File: src/rtl/ram_burst_arbiter.sv
// Round-robin read-port arbiter for the one-cycle-latency weight/activation RAM.
// Two clients request bursts of consecutive words and receive their tagged read data.
module ram_burst_arbiter #(
    parameter int D_WIDTH = 16,
    parameter int A_WIDTH = 10,
    parameter int L_WIDTH = 8
) (
    input  logic               clk,
    input  logic               rst,
    input  logic               req0,
    input  logic [A_WIDTH-1:0] base0,
    input  logic [L_WIDTH-1:0] len0,
    output logic               ack0,
    output logic               rvalid0,
    output logic               rlast0,
    output logic [D_WIDTH-1:0] rdata0,
    input  logic               req1,
    input  logic [A_WIDTH-1:0] base1,
    input  logic [L_WIDTH-1:0] len1,
    output logic               ack1,
    output logic               rvalid1,
    output logic               rlast1,
    output logic [D_WIDTH-1:0] rdata1,
    output logic [A_WIDTH-1:0] ram_r_addr,
    input  logic [D_WIDTH-1:0] ram_data_out,
    output logic               busy
);

    // Handshake: reqN is a level held (with baseN/lenN stable) until the one-cycle
    // ackN pulse; it is only sampled in IDLE and must be low in the ack cycle.
    typedef enum logic {IDLE, BURST} state_t;

    state_t             state, state_nxt;
    logic               grant, winner;
    logic               owner, last_owner;
    logic               ack0_q, ack1_q;
    logic [A_WIDTH-1:0] cur_addr;
    logic [L_WIDTH-1:0] remaining;
    logic               issue_valid, issue_owner, issue_last;
    logic [D_WIDTH-1:0] rdata0_q, rdata1_q;

    always_comb begin
        grant     = 1'b0;
        winner    = last_owner;
        state_nxt = state;
        case (state)
            IDLE: begin
                if (req0 || req1) begin
                    grant     = 1'b1;
                    winner    = (req0 && req1) ? ~last_owner : req1;
                    state_nxt = BURST;
                end
            end
            BURST: begin
                if (remaining == '0)
                    state_nxt = IDLE;
            end
            default: state_nxt = IDLE;
        endcase
    end

    always_ff @(posedge clk or posedge rst) begin
        if (rst) begin
            state       <= IDLE;
            owner       <= 1'b0;
            last_owner  <= 1'b1;
            ack0_q      <= 1'b0;
            ack1_q      <= 1'b0;
            cur_addr    <= '0;
            remaining   <= '0;
            issue_valid <= 1'b0;
            issue_owner <= 1'b0;
            issue_last  <= 1'b0;
            rdata0_q    <= '0;
            rdata1_q    <= '0;
        end else begin
            state  <= state_nxt;
            ack0_q <= grant & ~winner;
            ack1_q <= grant & winner;
            if (grant) begin
                owner      <= winner;
                last_owner <= winner;
                cur_addr   <= winner ? base1 : base0;
                remaining  <= winner ? len1 : len0;
            end else if (state == BURST) begin
                // address wraps naturally at 2**A_WIDTH
                cur_addr  <= cur_addr + 1'b1;
                remaining <= remaining - 1'b1;
            end
            // return pipeline tracks the RAM's one-cycle read latency
            issue_valid <= (state == BURST);
            issue_owner <= owner;
            issue_last  <= (state == BURST) && (remaining == '0);
            if (rvalid0)
                rdata0_q <= ram_data_out;
            if (rvalid1)
                rdata1_q <= ram_data_out;
        end
    end

    assign ack0       = ack0_q;
    assign ack1       = ack1_q;
    assign busy       = (state == BURST);
    assign ram_r_addr = cur_addr;
    assign rvalid0    = issue_valid & ~issue_owner;
    assign rvalid1    = issue_valid & issue_owner;
    assign rlast0     = rvalid0 & issue_last;
    assign rlast1     = rvalid1 & issue_last;
    assign rdata0     = rvalid0 ? ram_data_out : rdata0_q;
    assign rdata1     = rvalid1 ? ram_data_out : rdata1_q;

endmodule

File: config.mk
export PLATFORM = sky130hd
export DESIGN_NAME = ram_burst_arbiter
export DESIGN_NICKNAME = d
export VERILOG_FILES = /design/src/rtl/ram_burst_arbiter.sv
export SDC_FILE = /design/constraint.sdc
export NUM_CORES = 1
export LEC_CHECK = 0
export CAP_MARGIN = 40
export CORE_ASPECT_RATIO = 1.4
export CORE_MARGIN = 2
export CORE_UTILIZATION = 40
export DETAILED_ROUTE_END_ITERATION = 6
export PLACE_DENSITY = 0.73
export SLEW_MARGIN = 20
export SYNTH_ARGS = -nofsm -noshare
export SYNTH_HDL_FRONTEND = slang
export SYNTH_SLANG_ARGS = --single-unit
export TNS_END_PERCENT = 20
File: constraint.sdc
create_clock -name clk -period 1.91 [get_ports clk]
set_input_delay 0.2865 -clock clk [delete_from_list [all_inputs] [get_ports clk]]
set_output_delay 0.2865 -clock clk [all_outputs]
set_load 0.05 [all_outputs]
* After elaboration in Yosys (flattened, before gate mapping)
Index checks and enable logic that the tools add are counted.
** Cells by class
- Bitwise logic cells :: 10
- Add/sub/neg operators :: 2
- Muxes and demuxes :: 15
- Reduce and logical (&&, ||, !) cells :: 5
** Operators with widths (number)
- $mux W16 :: 2
- $mux W10 :: 3
- $mux W8 :: 3
- $add A10 B1 Y10 const B :: 1
- $logic_not A8 Y1 :: 1
- $sub A8 B1 Y8 const B :: 1
- $and A1 B1 Y1 :: 6
- $mux W1 :: 6
- $not A1 Y1 :: 4
- $logic_and A1 B1 Y1 :: 2
- $pmux W1 S2 :: 1
- $reduce_bool A2 Y1 :: 1
- $logic_or A1 B1 Y1 :: 1
** Word-level totals
- Output and inout port bits :: 49
- Bits of input ports :: 56
- Word-level logic and storage cells :: 44
- Register bits :: 58

* Logic depth before layout (Yosys ltp)
Gate-level depths: netlist of the first run.
- Depth after elaboration :: 6
- Depth in mapped cells :: 6
- Gate-level depth less buffers :: 5

* Worst setup path before layout of the first run
OpenSTA, ideal clock, no wires.
- Kind :: flip-flop to output port
- Start :: register issue_owner
- End :: output rdata0[10]
- Arrival time :: 1.529 ns
- Path slack :: 0.094 ns
- Buffers on the path :: 2
- Data required time :: 1.623 ns
- Stages on the path, launching flop included :: 5
- Path through :: dfrtp_1 > nor2b_1 > buf_2 > buf_2 > mux2_2
** Between the ends
- Word-level cells in the longest chain between the ends :: 3
** RTL lines
- start, declared :: RTL line 39 : logic issue_valid, issue_owner, issue_last;
- start signal, assigned :: RTL line 92 : issue_owner <= owner;
- $not A1 Y1 :: RTL line 105 : assign rvalid0 = issue_valid & ~issue_owner;
- $and A1 B1 Y1 :: RTL line 105
- via rvalid0 :: RTL line 14 : output logic rvalid0,
- $mux W16
- end, declared :: RTL line 16 : output logic [D_WIDTH-1:0] rdata0,
The timed path passes the listed nets, and every way through them passes these cells.

* Final worst setup path of the first run
- Start :: register issue_owner
- End :: output rdata0[0]
** Between the ends
- Word-level cells in the longest chain between the ends :: 3
** RTL lines (RTL line)
- $not A1 Y1 :: 105
- $and A1 B1 Y1 :: 105
- $mux W16
No other way between the ends.

==> results of run 1 <==
[power breakdown]
group	internal (uW)	switching, uW
sequential	1810	364
combinational	1860	2960
clock	892	471
total	4570	3800
[per-stage QoR]
step / setup TNS [ns] / power, uW / setup slack (ns)
2_1_floorplan: 0 / 5350 / 0.0940
3_3_place_gp: 0 / 6770 / 0.0278
3_5_place_dp: -0.0743 / 6860 / -0.0541
4_1_cts: -0.0574 / 8420 / -0.0110
5_1_grt: -0.376 / 8830 / -0.0347
6_report: 0 / 8370 / 0.0205
[cells in the mapped netlist, types with 4 or more instances]
cell type | count | share of area, %
o22ai_1 | 4 | 0.89
a311oi_1 | 5 | 1.6
mux2_2 | 32 | 13
a32oi_1 | 7 | 2.2
clkbuf_1 | 4 | 0.53
buf_2 | 7 | 1.2
o2bb2ai_1 | 6 | 1.9
nor2_1 | 11 | 1.5
nand3_1 | 4 | 0.71
a21oi_1 | 13 | 2.3
o21ai_0 | 9 | 1.6
nand2_1 | 12 | 1.6
dfrtp_1 | 57 | 51
inv_1 | 8 | 1.1
nor3_1 | 7 | 1.2
mux2i_1 | 6 | 2.1
[registers in the layout (all words and copies together) (netlist names), 8 cells and up]
register	flops
rdata0_q	16
rdata1_q	16
ram_r_addr	10
remaining	8
[layout by cell type (no fill, tap or decap), types with 2 or more instances in the layout]
cell | synthesis | layout
o2bb2ai_1 | 6 | 6
clkbuf_8 | 0 | 10
a32o_1 | 3 | 3
buf_12 | 0 | 8
a31oi_1 | 3 | 3
o21a_1 | 3 | 3
nand3_1 | 4 | 4
inv_1 | 8 | 7
mux2i_1 | 6 | 6
a32oi_1 | 7 | 7
buf_4 | 3 | 31
a22oi_1 | 2 | 2
dfrtp_1 | 57 | 57
o31ai_1 | 2 | 2
and3_1 | 2 | 2
nand2_1 | 12 | 12
mux2_2 | 32 | 32
nor2_1 | 11 | 11
o21ai_0 | 9 | 9
nor3_1 | 7 | 7
dlygate4sd2_1 | 0 | 2
o211ai_1 | 2 | 2
xor2_1 | 2 | 2
a21oi_1 | 13 | 13
o221ai_1 | 3 | 3
o22ai_1 | 4 | 4
buf_6 | 0 | 19
ha_1 | 3 | 3
bufinv_16 | 0 | 3
clkdlybuf4s50_1 | 0 | 57
a311oi_1 | 5 | 5
[final cells by class]
type	count	area [sq um]	area share (%)
inverters	8	30.0	0.698
clock inverters	5	103	2.38
multi-input cells	163	1250	29.1
flip-flops and latches	58	1450	33.8
repair buffers	118	1210	28.1
clock buffers	10	138	3.20
well taps	95	119	2.76
[kinds of logic after synthesis]
kind of cell / share of synthesized area, %
xor gates and xnor gates: 0.935
DFF: 51.7
adders and majority gates: 1.34
muxes: 15.0
and+or+nand+nor: 8.64
AOI/OAI and AO/OA: 18.7
buffers and inverters: 3.78
[worst max-delay path by stage]
stage,start,to,slack [ns]
after floorplan,issue_owner$_DFF_PP0_,rdata0[10],0.09
after global placement,req0,remaining[6]$_DFFE_PP0P_,0.03
after detailed placement,req0,remaining[6]$_DFFE_PP0P_,-0.05
after CTS,issue_owner$_DFF_PP0_,rdata0[1],-0.01
after global routing,issue_owner$_DFF_PP0_,rdata0[8],-0.03
final,issue_owner$_DFF_PP0_,rdata0[0],0.02
[per-layer routing]
layer	share of wire [%]	global-route usage (%)	up-vias	wire, um
li1	-	-	1148	-
met1	41	23.8	1152	2890
met2	50	31.6	98	3520
met3	6.1	3.88	15	424
met4	2.3	9.20	0	158
met5	0	0	-	0
[what timing repair did]
action | in CTS | in global routing
setup buffers | 0 | 0
endpoints found under the setup margin | 34 | 20
resized for setup | 21 | 4
gates cloned | 0 | 0
hold buffers | 0 | 0
[worst min-delay path: cells and delay by family]
kind	cells	cell delay (ns)
buffers and inverters	3	0.75
==> metrics, run 1 <==
outcome=finished, final reports clean; post-synthesis area per instance=~12 sq um; DIE AREA=~0.0077 sq mm; via count=approximately 2400; DRT antenna net count=0; Layout area overhead=53.1%; Final Cycle Share=between 90 and 100%; First DRT Iteration DRCs=~100; vias in the first global route=2362; crit path max fanout=18; final setup violation count=0; Crit Path Class=reg -> out; crit path launch type=flop; Critical Path RT=1.62 ns; Worst-Margin Slew=a little over 0.5 ns; Die Width=between 70 and 80 um; drt wl/cell=between 15 and 20 um; RD Place Congestion=between 0.8 and 0.9; DR DRC count=0; Slowest-stage cell, CP=dfrtp_1; Crit path max-delay family=flip-flops; total gr overflow=0; first-pass GRT wire length=between 10000 and 15000 um; Skew-Pair Late Insertion Delay=roughly 0.33 ns; DRT Wirelength=6990 um; Reg2Reg Capture Point=ram_r_addr[8]$_DFFE_PP0P_; Hold Crit Class=in -> async; FF+latch count, synth=58; antenna violations before repair=0; clk slew on worst S/H paths=0.07 ns; Area after DPL=between 0.003 and 0.004 sq mm; largest net degree at the start of global routing=59; number of port buffers=104; critical-path cell list=nor2b_2 > buf_12 > mux2_2 > buf_6; filler instances=between 600 and 700; Die Y=103 um; Buf/Inv on CP=2; worst reg2reg path depth=4; ant diodes=0; clock root buffer master=clkbuf_8; CTS tree=yes; GRT Overall Usage=a little under a fifth; dominant synthesized flop cell=dfrtp_1; RSZ-0062 raised after global routing=yes; Worst setup EP type=output pin; sequential element share of the synthesized area=51.7%; Via-to-Cell Ratio=roughly 5.3; Max Clk Rate=between 0.5 and 0.6 GHz; share of layout cells above drive strength 1=between 30% and 40%; Final Slew Violations=0; Num CTS Buffers=9; Post-Layout Inst Area=between 0.004 and 0.005 sq mm; number of cells on the critical path=4; Post-Syn Area=0.00281 sq mm; nets@finish=around 420; post-placement cell count=about 440; Power Density=1940 mW/mm^2; r2r startpoint=last_owner$_DFFE_PP1P_; Hold Fails Final Rpt=0; core area=around 0.0069 sq mm; cell count after synthesis=~240; LEAKAGE=between 0.0015 and 0.002 uW; Synth cell types=51; Site Rows=36; Initial Util=between 40% and 50%; reg-to-reg slack, setup=around 0.31 ns; yosys warns=0; Max-cap violations=0; Sink Count=58; Critical Path Max Stage Delay=about 0.40 ns; Worst VDD drop=approximately 0.9 mV; Clock Skew=roughly 0.009 ns; maximum clock insertion buffer count=2; Hold WS=0.316 ns; I/O pin count=around 110; crit path DAT=approximately 1.6 ns; DR pass1 iterations=4; syn nets=a little over 300; H-Tree Level Count=3; Final Util=62.4%; number of flops mapped to enable cells by yosys=0; HPWL after DPL=5160 um; Non-Filler Instances=457; Worst slew margin=between 60 and 70%; asr flop ratio synth=between 90% and 100%; post-route minimum period=~1.9 ns
Note: power is estimated with default switching activity, not from simulation.
==> inputs of run 2 (changes only) <==
- CORE_UTILIZATION: 40 -> 44
- PLACE_DENSITY: 0.73 -> 0.8
==> metrics, run 2 (synthesis gave the netlist of run 1 again) <==
Layout area overhead=61.0%; Skew-Pair Late Insertion Delay=0.34 ns; Buf/Inv on CP=3; Site Rows=34; reg-to-reg slack, setup=around 0.27 ns; core area=between 0.006 and 0.007 sq mm; crit path launch type=flop; clk slew on worst S/H paths=roughly 0.07 ns; HPWL after DPL=between 5000 and 6000 um; Slowest-stage cell, CP=dfrtp_1; nets@finish=roughly 430; most frequent cells in the layout=clkdlybuf4s50_1 (59), dfrtp_1 (57), buf_4 (40), buf_12 (23); Worst slew margin=roughly three fifths; RD Place Congestion=0.819; ant diodes=0; I/O pin count=105; Die Y=between 90 and 100 um; DRT Wirelength=between 8000 and 9000 um; post-route minimum period=1.95 ns; Final Cycle Share=102%; crit path DAT=around 1.7 ns; via count=2561; final setup violation count=16; Non-Filler Instances=approximately 440; Crit Path Class=reg -> out; post-placement cell count=roughly 420; drt wl/cell=19.4 um; Crit path max-delay family=buffers and inverters; Power Density=around 2000 mW/mm^2; worst setup margin=-0.0449 ns; Sink Count=58; DRT antenna net count=0; outcome=finished, violations left; Worst-Margin Slew=roughly 0.6 ns; Num CTS Buffers=9; Hold Crit Class=in -> async; maximum clock insertion buffer count=2; critical-path cell list=nor2b_4 > buf_4 > buf_12 > mux2_4 > buf_12; antenna violations before repair=0; commonest non-fill, non-tap cell in the layout=clkdlybuf4s50_1; H-Tree Level Count=3; DR pass1 iterations=4; Initial Util=between 40 and 50%; Critical Path Max Stage Delay=about 0.42 ns; cell mode on critical path=buf_12; Worst setup EP type=output pin; Worst VDD drop=approximately 0.88 mV; vias in the first global route=around 2700; CTS tree=yes; Max-cap violations=0; DR DRC count=0; failing checks=setup timing; crit path max fanout=9; Hold Fails Final Rpt=0; Critical Path RT=around 1.6 ns; Final Slew Violations=0; Hold WS=about 0.35 ns; Die Width=approximately 72 um; DIE AREA=roughly 0.007 sq mm; share of layout cells above drive strength 1=about a third; LEAKAGE=0.00203 uW; Area after DPL=~0.0042 sq mm; First DRT Iteration DRCs=130; RSZ-0062 raised after global routing=yes; first-pass GRT wire length=13600 um; total gr overflow=0; Max Clk Rate=a little over 0.5 GHz; Clock Skew=slightly below 0.01 ns; largest net degree at the start of global routing=just under 60; Post-Layout Inst Area=0.00452 sq mm; number of port buffers=between 100 and 150; clock root buffer master=clkbuf_8; Via-to-Cell Ratio=a little under 6; GRT Overall Usage=24.6%
## run 2: changes by cell type in the layout (fill, tap and decap cells not counted)
cell             previous run  this run
buf_6                      19         0
mux2_2                     32        16
mux2_4                      0        16
buf_12                      8        23
buf_4                      31        40
clkdlybuf4s50_1            57        59
buf_16                      0         1
bufinv_16                   3         2
clkbuf_1                    0         1
clkinv_2                    1         2
dlygate4sd2_1               2         1
dlymetal6s2s_1              1         2
nor2b_2                     1         0
nor2b_4                     0         1
## run 2: timing repair
| item | 4_1_cts | 5_1_grt |
|---|---|---|
| endpoints found under the setup margin | 33 | 34 |
| hold buffers | 0 | 0 |
| cloned | 1 | 0 |
| gates resized for setup | 22 | 3 |
| buffers inserted | 1 | 3 |
| pin swaps | 0 | 0 |
## run 2: area by class of cell
type                       instances  area, sq um
fill                             415         1690
sequential                        58         1450
timing repair buffer             126         1410
multi-input combinational        163         1320
clock buffer                      11          141
tap                               72         90.1
clock inverter                     5         77.6
inverter                           8         30.0
## run 2: final timing paths
kind	startpoint	to	cells after the start
setup / recovery	issue_owner$_DFF_PP0_	rdata0[9]	5
hold reg to reg	owner$_DFFE_PP0P_	issue_owner$_DFF_PP0_	0
hold / removal	rst	rdata0_q[13]$_DFF_PP0_	3
max in group asynchronous	rst	last_owner$_DFFE_PP1P_	3
setup reg to reg	last_owner$_DFFE_PP1P_	ram_r_addr[7]$_DFFE_PP0P_	5
min in group clk	owner$_DFFE_PP0P_	issue_owner$_DFF_PP0_	0
## run 2: where the power goes
part | internal [uW] | total, uW | switching [uW]
clock network | 766 | 1260 | 498
logic | 2420 | 5580 | 3160
registers | 1820 | 2240 | 423
total | 5000 | 9080 | 4080
## run 2: tightest hold or removal path, stage by stage
cell             delay, ns
clkdlybuf4s50_1       0.43
inv_2                 0.08
buf_12                0.28
## run 2: layer usage
metal	track usage [%]	vias up	wire (um)
li1	-	1165	-
met1	29.5	1275	3340
met2	42.6	108	4560
met3	4.70	13	553
met4	10.7	0	156
met5	0	-	0
## run 2: stage by stage
| step | setup TNS, ns | util [%] | worst slack, ns | total power (uW) |
|---|---|---|---|---|
| finish | -0.588 | 72.8 | -0.0449 | 9080 |
| global route | -1.92 | 72.8 | -0.0914 | 9470 |
| CTS | -0.581 | 72.5 | -0.0519 | 9020 |
| detailed placement | -0.0297 | 67.0 | -0.0297 | 7410 |
| global placement | 0 | 67.0 | 0.0264 | 7280 |
| floorplan | 0 | - | 0.0940 | 5350 |
==> inputs of run 3 (changes only) <==
- CTS_CLUSTER_SIZE: default -> 20
==> results of run 3 <==
Final layout, timing and power as in run 2 (identical DEF).
